[src/rtl/reorder_buffer_mw.sv]
// Multi-wide reorder buffer: in-order dispatch, out-of-order writeback,
// in-order commit with mispredict redirect and full flush.
module reorder_buffer_mw #(
  parameter int NUM_ENTRY  = 32,
  parameter int DISPATCH_W = 2,
  parameter int COMMIT_W   = 2,
  parameter int WB_PORTS   = 4,
  parameter int PAYLOAD_W  = 64,
  parameter int IDX_W      = $clog2(NUM_ENTRY)
) (
  input  logic                            clk,
  input  logic                            rst,
  input  logic                            flush,
  input  logic [DISPATCH_W-1:0]           disp_valid,
  input  logic [DISPATCH_W*PAYLOAD_W-1:0] disp_payload,
  output logic                            disp_ready,
  output logic [DISPATCH_W*IDX_W-1:0]     disp_id,
  input  logic [WB_PORTS-1:0]             wb_valid,
  input  logic [WB_PORTS*IDX_W-1:0]       wb_id,
  input  logic [WB_PORTS-1:0]             wb_mispredict,
  output logic [COMMIT_W-1:0]             commit_valid,
  output logic [COMMIT_W*PAYLOAD_W-1:0]   commit_payload,
  output logic [COMMIT_W*IDX_W-1:0]       commit_id,
  output logic [COMMIT_W-1:0]             commit_mispredict,
  output logic                            redirect,
  output logic [IDX_W:0]                  occupancy,
  output logic                            empty
);

  typedef logic [IDX_W:0]   ptr_t;
  typedef logic [IDX_W-1:0] idx_t;

  ptr_t head_q, tail_q, head_d, tail_d;
  ptr_t n_disp, n_com;
  logic [NUM_ENTRY-1:0] done_q, done_d, misp_q, misp_d;
  logic [PAYLOAD_W-1:0] mem [NUM_ENTRY];
  idx_t cidx [COMMIT_W];
  idx_t woff [WB_PORTS];
  logic [WB_PORTS-1:0] wb_hit;
  logic disp_go, run, ok;

  always_comb begin
    occupancy  = tail_q - head_q;
    empty      = (occupancy == '0);
    disp_ready = (ptr_t'(NUM_ENTRY) - occupancy) >= ptr_t'(DISPATCH_W);
    n_disp = '0;
    run    = 1'b1;
    for (int k = 0; k < DISPATCH_W; k++) begin
      disp_id[k*IDX_W +: IDX_W] = tail_q[IDX_W-1:0] + idx_t'(k);
      run = run & disp_valid[k];
      if (run) n_disp = n_disp + ptr_t'(1);
    end
  end

  // Commit stops after the first not-done entry or the first mispredict
  always_comb begin
    ok       = 1'b1;
    n_com    = '0;
    redirect = 1'b0;
    for (int k = 0; k < COMMIT_W; k++) begin
      cidx[k] = head_q[IDX_W-1:0] + idx_t'(k);
      commit_id[k*IDX_W +: IDX_W]         = cidx[k];
      commit_payload[k*PAYLOAD_W +: PAYLOAD_W] = mem[cidx[k]];
      commit_mispredict[k] = misp_q[cidx[k]];
      commit_valid[k] = ok && (ptr_t'(k) < occupancy) && done_q[cidx[k]];
      ok = commit_valid[k] && !misp_q[cidx[k]];
      if (commit_valid[k]) n_com = n_com + ptr_t'(1);
      if (commit_valid[k] && misp_q[cidx[k]]) redirect = 1'b1;
    end
  end

  always_comb begin
    done_d  = done_q;
    misp_d  = misp_q;
    head_d  = head_q;
    tail_d  = tail_q;
    disp_go = 1'b0;
    for (int p = 0; p < WB_PORTS; p++) begin
      woff[p]   = wb_id[p*IDX_W +: IDX_W] - head_q[IDX_W-1:0];
      wb_hit[p] = wb_valid[p] && ({1'b0, woff[p]} < occupancy);
      if (wb_hit[p]) misp_d[wb_id[p*IDX_W +: IDX_W]] = 1'b0;
    end
    for (int p = 0; p < WB_PORTS; p++) begin
      if (wb_hit[p]) begin
        done_d[wb_id[p*IDX_W +: IDX_W]] = 1'b1;
        misp_d[wb_id[p*IDX_W +: IDX_W]] =
          misp_d[wb_id[p*IDX_W +: IDX_W]] | wb_mispredict[p];
      end
    end
    for (int k = 0; k < COMMIT_W; k++)
      if (commit_valid[k]) done_d[cidx[k]] = 1'b0;
    head_d = head_q + n_com;
    if (redirect) begin
      tail_d = head_d;
      done_d = '0;
    end else if (disp_ready && n_disp != '0) begin
      disp_go = 1'b1;
      tail_d  = tail_q + n_disp;
      for (int k = 0; k < DISPATCH_W; k++) begin
        if (ptr_t'(k) < n_disp) begin
          done_d[tail_q[IDX_W-1:0] + idx_t'(k)] = 1'b0;
          misp_d[tail_q[IDX_W-1:0] + idx_t'(k)] = 1'b0;
        end
      end
    end
    if (flush) begin
      head_d  = '0;
      tail_d  = '0;
      done_d  = '0;
      misp_d  = '0;
      disp_go = 1'b0;
    end
  end

  always_ff @(posedge clk or posedge rst) begin
    if (rst) begin
      head_q <= '0;
      tail_q <= '0;
      done_q <= '0;
      misp_q <= '0;
    end else begin
      head_q <= head_d;
      tail_q <= tail_d;
      done_q <= done_d;
      misp_q <= misp_d;
    end
  end

  // Payload array is deliberately left unreset
  always_ff @(posedge clk) begin
    if (disp_go) begin
      for (int k = 0; k < DISPATCH_W; k++)
        if (ptr_t'(k) < n_disp)
          mem[tail_q[IDX_W-1:0] + idx_t'(k)] <=
            disp_payload[k*PAYLOAD_W +: PAYLOAD_W];
    end
  end

endmodule

[config.mk]
export PLATFORM = sky130hd
export DESIGN_NAME = reorder_buffer_mw
export DESIGN_NICKNAME = d
export VERILOG_FILES = /design/src/rtl/reorder_buffer_mw.sv
export SDC_FILE = /design/constraint.sdc
export NUM_CORES = 2
export LEC_CHECK = 0
export CORE_MARGIN = 4
export CORE_UTILIZATION = 30
export CTS_CLUSTER_SIZE = 20
export DETAILED_ROUTE_END_ITERATION = 7
export PLACE_DENSITY = 0.52
export SETUP_SLACK_MARGIN = 0.02
export SYNTH_ARGS = -nofsm -noshare
export SYNTH_HDL_FRONTEND = slang
export SYNTH_SLANG_ARGS = --single-unit
[constraint.sdc]
create_clock -name clk -period 12.65 [get_ports clk]
set_input_delay 3.795 -clock clk [delete_from_list [all_inputs] [get_ports clk]]
set_output_delay 3.795 -clock clk [all_outputs]
set_load 0.03 [all_outputs]
==> run summary <==
Final Net Count: 8519
PwrDens: 109 nW/um^2
Post-Syn Instances: 8360
Clk buf depth: 4
Die W: 665 um
Outcome: complete, no violations
Clk Latency, worst-skew pair: 0.99 ns
CP dominant cell by count: a311o_1
Final cycle utilization of the critical path: 90.9%
Fmax: 87.0 MHz
Min-delay worst type: reg2reg
Flops & latches, synth: 2124
Max Cap Viol: 0
CTS Hold Buffers Added: 0
1st-pass router iterations: 6
Routed len/inst: 41.5 um
Fin. Hold Viols: 0
Total GRT Usage: 25.8%
Setup Fix Bufs, Post-CTS: 0
EDFF count, synth: 2048
Post-Route Setup TNS: 0 ns
Initial core utilization: 30.2%
Core box area: 429000 sq um
Total Power: 0.0161 W
Largest net degree at the start of global routing: 135
Clock-pin slew on the worst setup and hold paths: 0.06 ns
Root Buffer: clkbuf_16
Layout cells sized above 1: 48.7%
Post-DP HPWL: 326000 um
Critical path's top delay family: compound AO/OA/AOI/OAI gates
Layout area overhead: 14.2%
Yosys warns: 0
Routed via count: 89100
RSZ-0062 raised after global routing: false
Max Slew Vio Count: 0
CP Capture Type: flop
I/O pins: 322
Normalized max-slew margin: 9.04%
First-pass GRT wire length: 792000 um
Routed Antenna Nets: 0
Req. time, crit path: 13.38 ns
Crit start category: input port
Mapped Area: 129000 sq um
Biggest area consumer among synthesized cells: edfxtp_1
CTS HTree Levels: 4
CP bufs+invs: 6
CP Class: in2reg
FFs w/ async S/R, synth: 3.58%
Clock Skew: 0.124 ns
Mean Syn Cell Area: 15.5 sq um
PostCTS Resize Cnt: 0
Worst vdd ir: 0.126 mV
Antenna violations before repair: 82
Syn nets: 8576
FILL cells: 40900
DR vias/cell: 6.26
Crit path largest cell delay: 0.55 ns
Fin crit period: 11.50 ns
Post-synth top cells: mux2_2 (2051), edfxtp_1 (2048), mux4_2 (1190)
Worst EP arrival: 12.23 ns
Final setup vio count: 0
Unique masters post-synth: 110
DR DRC count: 0
CTS tree: yes
GP Congestion: 0.950
Top cells by area, synth: edfxtp_1 (48%), mux4_2 (21%), mux2_2 (18%), clkbuf_1 (2.7%), a22oi_1 (1.7%)
Crit path max-delay cell type: a2111oi_2
Detailed Route Iter0 Violations: 12200
Site Rows: 240
DRT Wirelength: 590000 um
CP max FO: 18
Top FF cell, synth: edfxtp_1
Port bufs: 321
Clk sink count: 2124
Gr ovfl total: 0
CTS Buf Count: 239
Pleak: 45.2 nW
Die height: 665 um
DIE AREA: 442000 sq um
Most frequent cell after synthesis: mux2_2
Synth top area share: 47.5%
Vias in the first global route: 89200
Post-synthesis sequential area ratio: 49.0%
Measured slew at the worst slew-check pin: 1.36 ns
[kinds of logic (layout without fill, tap and decap cells)]
kind of cell	after synthesis	after routing	synth area share [%]
AOI/OAI and AO/OA	797	797	4.59
xor gates and xnor gates	39	39	0.264
adders and majority gates	59	59	0.603
buffers and inverters	1076	1217	3.19
DFF	2124	2124	49.0
muxes	3254	3254	38.6
other	0	39	0
and+or+nand+nor	1011	1011	3.74
[where the power goes]
part	leakage [nW]	switching (W)	internal, W
Clock	3.70	0.00307	0.00394
Combinational	22.0	0.000768	0.000535
Sequential	19.5	0.0000236	0.00775
[path summary, 6_finish.rpt]
kind                                            from                    end  slack (ns)  depth (start not counted)
worst max-delay path                       wb_id[10]   misp_q[29]$_DFF_PP0_        1.15                         30
min in group asynchronous                        rst    head_q[4]$_DFF_PP0_        3.57                          3
max in group asynchronous                        rst    head_q[0]$_DFF_PP0_        8.28                          3
worst min register to register  done_q[17]$_DFF_PP0_   done_q[17]$_DFF_PP0_        0.54                          2
worst min-delay path            done_q[17]$_DFF_PP0_   done_q[17]$_DFF_PP0_        0.54                          2
worst max register to register   head_q[4]$_DFF_PP0_  mem[31][39]$_DFFE_PP_        2.97                         19
[sequential cells by signal (all words and copies together) (netlist names)]
signal and cells:
head_q 6, mem 2048, done_q 32, misp_q 32, tail_q 6
[cells in the final DEF, fill, tap and decap left out, types with 14 or more instances in the layout]
cell type and count:
dfrtp_1 74, nand2_1 380, clkbuf_16 241, clkdlybuf4s50_1 321
bufinv_16 22, a221o_1 14, nor2b_1 15, xnor2_1 20
nand3_1 47, buf_12 46, nand2b_1 19, mux4_2 1190
ha_1 47, nor2_1 177, and3_1 27, a22o_1 15
buf_4 367, nor2_4 33, nand4_1 86, a211oi_1 34
clkinv_2 40, xor2_1 15, nand2_4 16, edfxtp_1 2048
mux2_2 2051, o21ai_0 61, and2_1 25, a22oi_1 292
o211ai_1 22, nor3_1 62, inv_1 31, clkinv_1 67
clkbuf_1 51, a21oi_1 86, diode_2 39, a31oi_1 54
o221ai_1 18
[metrics by stage]
stage                     cell area [sq um]  hold slack, ns  setup WS, ns  cells  util, %
after floorplan                      129000           0.488         0.613   8360        -
after global placement               140000           0.521         0.213  13700     32.7
after detailed placement             140000           0.525         0.365  13700     32.7
after CTS                            148000           0.538          1.26  14200     34.5
after global routing                 148000           0.573         0.888  14200     34.5
final                                148000           0.540          1.15  14200     34.5
[layout make-up]
type | instances | area (sq um) | area share (%)
antenna | 39 | 97.6 | 0.0660
sequential | 2124 | 63400 | 42.9
multi-input combinational | 5160 | 62500 | 42.3
timing repair buffer | 734 | 6890 | 4.66
clock inverter | 145 | 1380 | 0.931
clock buffer | 294 | 6250 | 4.23
inverter | 44 | 181 | 0.123
tap | 5687 | 7120 | 4.81
[routing by layer]
metal	wire length [um]	track usage [%]
met1	229000	33.3
met2	277000	41.7
met3	52000	5.24
met4	31600	12.1
met5	159	0
[worst min-delay path: cells and delay by family, from the launching register on]
| kind | cells | cell delay [ns] |
|---|---|---|
| buffers and inverters | 1 | 0.06 |
| AOI/OAI and AO/OA | 1 | 0.06 |
| DFF | 1 | 0.39 |
No activity file was read; power rests on OpenSTA's default activity.
